**config.mk**
```make
export PLATFORM = sky130hd
export DESIGN_NAME = inst_loader_flat
export DESIGN_NICKNAME = d
export VERILOG_FILES = /design/src/rtl/inst_loader_if.sv /design/src/rtl/inst_loader.sv /design/src/flat_wrapper.sv
export SDC_FILE = /design/constraint.sdc
export NUM_CORES = 1
export LEC_CHECK = 0
export CAP_MARGIN = 20
export CORE_MARGIN = 3
export CORE_UTILIZATION = 54
export DETAILED_ROUTE_END_ITERATION = 10
export DONT_BUFFER_PORTS = 1
export GPL_TIMING_DRIVEN = 0
export HOLD_SLACK_MARGIN = 0.1
export PLACE_DENSITY = 0.69
export SLEW_MARGIN = 30
export SYNTH_ARGS = -nofsm -noshare
export SYNTH_HDL_FRONTEND = slang
export SYNTH_SLANG_ARGS = --single-unit
```
**constraint.sdc**
```tcl
create_clock -name clk -period 3.63 [get_ports clk]
set_clock_uncertainty 0.15 [all_clocks]
set_input_delay 0.726 -clock clk [delete_from_list [all_inputs] [get_ports clk]]
set_output_delay 0.726 -clock clk [all_outputs]
set_load 0.05 [all_outputs]
```
**src/rtl/inst_loader_if.sv**
```systemverilog
// Byte-stream input, instruction-memory write port and session status of inst_loader.
// The loader connects through the slave modport; the driving side uses master.
interface inst_loader_if;
   logic        start;
   logic        rx_valid;
   logic [7:0]  rx_data;
   logic        rx_ready;
   logic        mem_we;
   logic [31:0] mem_addr;
   logic [31:0] mem_data;
   logic        busy;
   logic        done;
   logic        error;
   logic [31:0] word_cnt;

   modport master (
      output start, rx_valid, rx_data,
      input  rx_ready, mem_we, mem_addr, mem_data, busy, done, error, word_cnt
   );

   modport slave (
      input  start, rx_valid, rx_data,
      output rx_ready, mem_we, mem_addr, mem_data, busy, done, error, word_cnt
   );
endinterface

```
**src/rtl/inst_loader.sv**
```systemverilog
// Loads a length-prefixed big-endian word stream into instruction memory.
// Optional trailing checksum check is compiled in with INST_LOADER_CHECKSUM_EN.
module inst_loader #(
   parameter int          MEM_AW    = 17,
   parameter logic [31:0] BASE_ADDR = 32'h0000_0000
) (
   input logic         clk,
   input logic         rst,
   inst_loader_if.slave lif
);

   typedef enum logic [2:0] {
      ST_IDLE = 3'd0,
      ST_LEN  = 3'd1,
      ST_DATA = 3'd2,
      ST_CHK  = 3'd3,
      ST_DONE = 3'd4,
      ST_ERR  = 3'd5
   } state_e;

   localparam logic [32:0] MAX_WORDS = 33'd1 << MEM_AW;

   function automatic logic [31:0] be_word(input logic [23:0] hi, input logic [7:0] lo);
      return {hi, lo};
   endfunction

   state_e      state_q, state_d;
   logic [1:0]  byte_cnt_q, byte_cnt_d;
   logic [23:0] shift_q, shift_d;
   logic [31:0] len_q, len_d;
   logic [31:0] word_cnt_q, word_cnt_d;
   logic        mem_we_q, mem_we_d;
   logic [31:0] mem_addr_q, mem_addr_d;
   logic [31:0] mem_data_q, mem_data_d;

   logic        rx_ready_s;
   logic        accept_s;
   logic        last_byte_s;
   logic        start_s;
   logic [31:0] word_s;

   assign rx_ready_s  = (state_q == ST_LEN) || (state_q == ST_DATA) || (state_q == ST_CHK);
   assign accept_s    = lif.rx_valid && rx_ready_s;
   assign last_byte_s = accept_s && (byte_cnt_q == 2'd3);
   assign start_s     = lif.start && !rx_ready_s;
   assign word_s      = be_word(shift_q, lif.rx_data);

`ifdef INST_LOADER_CHECKSUM_EN
   logic [31:0] sum_q, sum_d;

   // Running sum of every data word, cleared at session start.
   always_comb begin
      sum_d = sum_q;
      if (start_s) begin
         sum_d = 32'd0;
      end else if ((state_q == ST_DATA) && last_byte_s) begin
         sum_d = sum_q + word_s;
      end else begin
         sum_d = sum_q;
      end
   end

   // Checksum accumulator register.
   always_ff @(posedge clk or negedge rst) begin
      if (!rst) begin
         sum_q <= 32'd0;
      end else begin
         sum_q <= sum_d;
      end
   end
`endif

   // Next-state, byte assembly and memory-write decode.
   always_comb begin
      state_d    = state_q;
      byte_cnt_d = byte_cnt_q;
      shift_d    = shift_q;
      len_d      = len_q;
      word_cnt_d = word_cnt_q;
      mem_we_d   = 1'b0;
      mem_addr_d = mem_addr_q;
      mem_data_d = mem_data_q;

      if (accept_s) begin
         byte_cnt_d = byte_cnt_q + 2'd1;
         shift_d    = word_s[23:0];
      end else begin
         byte_cnt_d = byte_cnt_q;
         shift_d    = shift_q;
      end

      case (state_q)
         ST_IDLE, ST_DONE, ST_ERR: begin
            if (start_s) begin
               state_d    = ST_LEN;
               byte_cnt_d = 2'd0;
               shift_d    = 24'd0;
               len_d      = 32'd0;
               word_cnt_d = 32'd0;
            end else begin
               state_d = state_q;
            end
         end
         ST_LEN: begin
            if (last_byte_s) begin
               len_d = word_s;
               if (word_s == 32'd0) begin
                  state_d = ST_DONE;
               end else if ({1'b0, word_s} > MAX_WORDS) begin
                  state_d = ST_ERR;
               end else begin
                  state_d = ST_DATA;
               end
            end else begin
               state_d = ST_LEN;
            end
         end
         ST_DATA: begin
            if (last_byte_s) begin
               // Write lands one cycle after the last byte; word_cnt doubles as the word index.
               mem_we_d   = 1'b1;
               mem_addr_d = BASE_ADDR + {word_cnt_q[29:0], 2'b00};
               mem_data_d = word_s;
               word_cnt_d = word_cnt_q + 32'd1;
               if ((word_cnt_q + 32'd1) == len_q) begin
`ifdef INST_LOADER_CHECKSUM_EN
                  state_d = ST_CHK;
`else
                  state_d = ST_DONE;
`endif
               end else begin
                  state_d = ST_DATA;
               end
            end else begin
               state_d = ST_DATA;
            end
         end
`ifdef INST_LOADER_CHECKSUM_EN
         ST_CHK: begin
            if (last_byte_s) begin
               state_d = (word_s == sum_q) ? ST_DONE : ST_ERR;
            end else begin
               state_d = ST_CHK;
            end
         end
`endif
         default: begin
            state_d = ST_IDLE;
         end
      endcase
   end

   // State and datapath registers.
   always_ff @(posedge clk or negedge rst) begin
      if (!rst) begin
         state_q    <= ST_IDLE;
         byte_cnt_q <= 2'd0;
         shift_q    <= 24'd0;
         len_q      <= 32'd0;
         word_cnt_q <= 32'd0;
         mem_we_q   <= 1'b0;
         mem_addr_q <= 32'd0;
         mem_data_q <= 32'd0;
      end else begin
         state_q    <= state_d;
         byte_cnt_q <= byte_cnt_d;
         shift_q    <= shift_d;
         len_q      <= len_d;
         word_cnt_q <= word_cnt_d;
         mem_we_q   <= mem_we_d;
         mem_addr_q <= mem_addr_d;
         mem_data_q <= mem_data_d;
      end
   end

   assign lif.rx_ready = rx_ready_s;
   assign lif.busy     = rx_ready_s;
   assign lif.done     = (state_q == ST_DONE);
   assign lif.error    = (state_q == ST_ERR);
   assign lif.mem_we   = mem_we_q;
   assign lif.mem_addr = mem_addr_q;
   assign lif.mem_data = mem_data_q;
   assign lif.word_cnt = word_cnt_q;

endmodule

```
**src/flat_wrapper.sv**
```systemverilog
// flat-port wrapper written by rule: the top's interface ports become plain ports
module inst_loader_flat 
#(
   parameter int          MEM_AW    = 17,
   parameter logic [31:0] BASE_ADDR = 32'h0000_0000
)
  (clk, rst, lif_start, lif_rx_valid, lif_rx_data, lif_rx_ready, lif_mem_we, lif_mem_addr, lif_mem_data, lif_busy, lif_done, lif_error, lif_word_cnt);
  inst_loader_if lif_i ();
  input logic clk;
  input logic rst;
  input wire logic [$bits(lif_i.start)-1:0] lif_start;
  input wire logic [$bits(lif_i.rx_valid)-1:0] lif_rx_valid;
  input wire logic [$bits(lif_i.rx_data)-1:0] lif_rx_data;
  output wire logic [$bits(lif_i.rx_ready)-1:0] lif_rx_ready;
  output wire logic [$bits(lif_i.mem_we)-1:0] lif_mem_we;
  output wire logic [$bits(lif_i.mem_addr)-1:0] lif_mem_addr;
  output wire logic [$bits(lif_i.mem_data)-1:0] lif_mem_data;
  output wire logic [$bits(lif_i.busy)-1:0] lif_busy;
  output wire logic [$bits(lif_i.done)-1:0] lif_done;
  output wire logic [$bits(lif_i.error)-1:0] lif_error;
  output wire logic [$bits(lif_i.word_cnt)-1:0] lif_word_cnt;
  assign lif_i.start = lif_start;
  assign lif_i.rx_valid = lif_rx_valid;
  assign lif_i.rx_data = lif_rx_data;
  assign lif_rx_ready = lif_i.rx_ready;
  assign lif_mem_we = lif_i.mem_we;
  assign lif_mem_addr = lif_i.mem_addr;
  assign lif_mem_data = lif_i.mem_data;
  assign lif_busy = lif_i.busy;
  assign lif_done = lif_i.done;
  assign lif_error = lif_i.error;
  assign lif_word_cnt = lif_i.word_cnt;
  inst_loader #(.MEM_AW(MEM_AW), .BASE_ADDR(BASE_ADDR)) u_core (.clk(clk), .rst(rst), .lif(lif_i));
endmodule
```
==> results by group <==
Setup path
  – Critical path endpoint category: flop
  – Cell mode on critical path: or4_1
  – Crit path cell chain: and4_1 -> nand4_4 -> nor3_4 -> a2bb2oi_1 -> or4_1 -> or4_1 -> a31o_1
  – Crit path max-delay family: simple AND/OR/NAND/NOR gates
  – Crit Path Category: reg -> reg
  – Peak fanout along the critical path: 7
  – Slowest stage cell, crit path: dfrtp_1
  – Worst Path Buf+Inv: 0
  – CP startpoint kind: flop
  – Max stage delay on crit path: ~0.75 ns
  – Required time of the critical path: around 3.8 ns
  – Critical path arrival: 3.70 ns

Routing
  – Initial DRT Pass Iterations: 5
  – 1st-iter DRT viols: 707
  – Drt drc: 0
  – Vias: about 6600
  – Vias per cell: 5.91
  – Post-route ant nets: 0
  – Total Wirelength: approximately 22000 um
  – Routed WL per cell: between 15 and 20 um

GRT
  – Initial antenna violation count: 0
  – Largest net degree at the start of global routing: ~160
  – Grt ovf: 0
  – GRT Overall Usage: 28.8%
  – First-pass GRT wire length: 35700 um
  – Number of global-route vias before repair: 6527

Worst hold path
  – Worst min-delay path category: in -> async

Layout
  – Area growth syn-to-layout: 11.3%
  – Antenna diodes: 0
  – Commonest non-fill, non-tap cell in the layout: nand2_1
  – FILL cells: 1238
  – Layout cell share with drive strength beyond 1: under 10%
  – Fin nets: 937
  – Final core utilization: between 60% and 70%
  – Highest-count cells in the layout ignoring fill and taps: nand2_1 (334), dfrtp_1 (143), o21ai_0 (79)
  – Layout Cells excl Fill: between 1000 and 1500

CTS
  – Num CTS Buffers: 17
  – CTS tree: done
  – # H-tree levels: 4
  – Clk buf depth: 2
  – Clock-pin slew on the worst setup and hold paths: ~0.070 ns
  – CTS Sinks: ~160
  – Clock Latency Late Sink: about 0.43 ns
  – Root Buffer: clkbuf_16

Synth
  – Post-synth ARST share: 100%
  – Avg Synthesized Cell Area: approximately 8.6 um2
  – Yosys warnings: 0
  – Synth top area cells: dfrtp_1 (50%), nand2_1 (16%), o21ai_0 (5.1%)
  – Area leader, netlist: dfrtp_1
  – Sequential area share after synthesis: between 50% and 60%
  – Post-Synthesis Cell Area: approximately 7700 um2
  – Main flop type after synthesis: dfrtp_1
  – Cells after synthesis: 902
  – Synth unique cells: 69
  – Post-synth top area share: just over 50%
  – Post-synth EDFFs: 0
  – Seq cells post-synth: around 160

STA
  – Slew margin rel.: ~38%
  – Setup_tns: 0 ns
  – Final hold violation count: between 150 and 200
  – Final min period: 3.53 ns
  – Final setup margin: between 0.09 and 0.1 ns
  – RSZ-0062 raised after global routing: no
  – Worst-margin pin slew: just over 0.9 ns
  – Max-slew violations: 0
  – Final setup viols: 0
  – Achievable Freq: between 200 and 300 MHz
  – Hold_ws: -0.167 ns
  – Final period util: 97.3%

Placed design
  – Pre-CTS setup slack: -0.263 ns
  – Port bufs: 0
  – Post-Place Cells: 1083
  – Post-DP HPWL: 15800 um
  – Placer congestion estimate: between 0.9 and 1

Status
  – Outcome: complete, but fails checks
  – Failing checks: hold timing

Die
  – Die area: 15800 um2
  – Starting Density: approximately 55%
  – Rows: 43
  – Die H: 126 um
  – Core region area: 13900 um2
  – Chip Width: between 100 and 150 um
  – I/O pins: around 110

Power
  – P per Cell Area: a little over 600 nW/um2
  – Pleak: 4.06 nW
  – Maximum vdd drop: 0.000435 V

Job
  – Max Cap Viol: 0
-- kinds of logic (layout without fill, tap and decap cells) --
group                      after synthesis  in the layout  share of synthesized area, %
adders and majority gates                2              2                         0.324
muxes                                    1              1                         0.146
DFF                                    156            156                          50.5
AOI/OAI and AO/OA                      165            165                          12.2
xor gates and xnor gates                46             46                          5.70
buffers and inverters                   75            107                          4.69
other                                    1              2                        0.0485
and+or+nand+nor                        456            456                          26.4
-- area by class of cell --
cell class,instances,area (um2),share of cell area [%]
flip-flops and latches,156,3930,45.6
inverters,8,30.0,0.349
multi-input cells,672,3510,40.8
clock buffers,21,470,5.47
plain buffers,67,337,3.91
repair buffers,1,5.00,0.0581
well taps,180,225,2.62
clock inverters,10,105,1.22
-- worst paths after layout --
kind	depth (start not counted)	to	slack, ns	startpoint
setup / recovery	7	u_core.state_q[1]	0.1	u_core.lif.word_cnt[7]
hold / removal	0	u_core.lif.mem_addr[13]	-0.17	rst
setup reg to reg	7	u_core.state_q[1]	0.1	u_core.lif.word_cnt[7]
hold reg to reg	2	u_core.len_q[0]	0.36	u_core.len_q[0]
max in group asynchronous	0	u_core.lif.word_cnt[3]	3.18	rst
min in group clk	2	u_core.lif.mem_data[0]	0.25	lif_rx_data[0]
-- routing by layer --
| layer | wire [um] | GRT usage (%) |
|---|---|---|
| met5 | 0 | 0 |
| met4 | 696 | 12.1 |
| met3 | 1610 | 6.62 |
| met2 | 10500 | 46.2 |
| met1 | 9220 | 37.9 |
-- Yosys cell counts, types with 7 or more instances --
cell / instances
nand2_1: 334
dfrtp_1: 156
o21ai_0: 79
clkbuf_1: 45
a21oi_1: 41
xnor2_1: 23
xor2_1: 20
nor2_1: 19
nand3_1: 18
nor4_1: 15
and3_1: 9
nand4_1: 9
nor3_1: 8
a31oi_1: 7
buf_4: 7
inv_1: 7
-- power by group --
part | internal (mW) | total [mW] | switching (mW)
registers | 2.00 | 2.39 | 0.383
clock network | 1.01 | 1.74 | 0.738
logic | 0.458 | 1.20 | 0.741
total | 3.47 | 5.33 | 1.86
-- repair_timing --
item / in CTS / in global routing
hold endpoints to repair: 156 / 156
setup endpoints to repair: 2 / 2
resized for setup: 8 / 19
buffers inserted: 0 / 1
-- metrics by stage --
| step | power (mW) | cell area (um2) |
|---|---|---|
| floorplan | 3.19 | 7740 |
| CTS | 5.32 | 8560 |
| detailed placement | 3.58 | 7960 |
| finish | 5.33 | 8610 |
| global route | 5.62 | 8610 |
| global placement | 3.54 | 7960 |
-- registers in the layout, summed over array words and instances, names as in the netlist --
signal	flops
u_core.len_q	32
u_core.lif.mem_data	32
u_core.state_q	3
u_core.lif.mem_we	1
u_core.byte_cnt_q	2
u_core.lif.mem_addr	30
u_core.lif.word_cnt	32
u_core.shift_q	24
No activity file was read; power rests on OpenSTA's default activity.
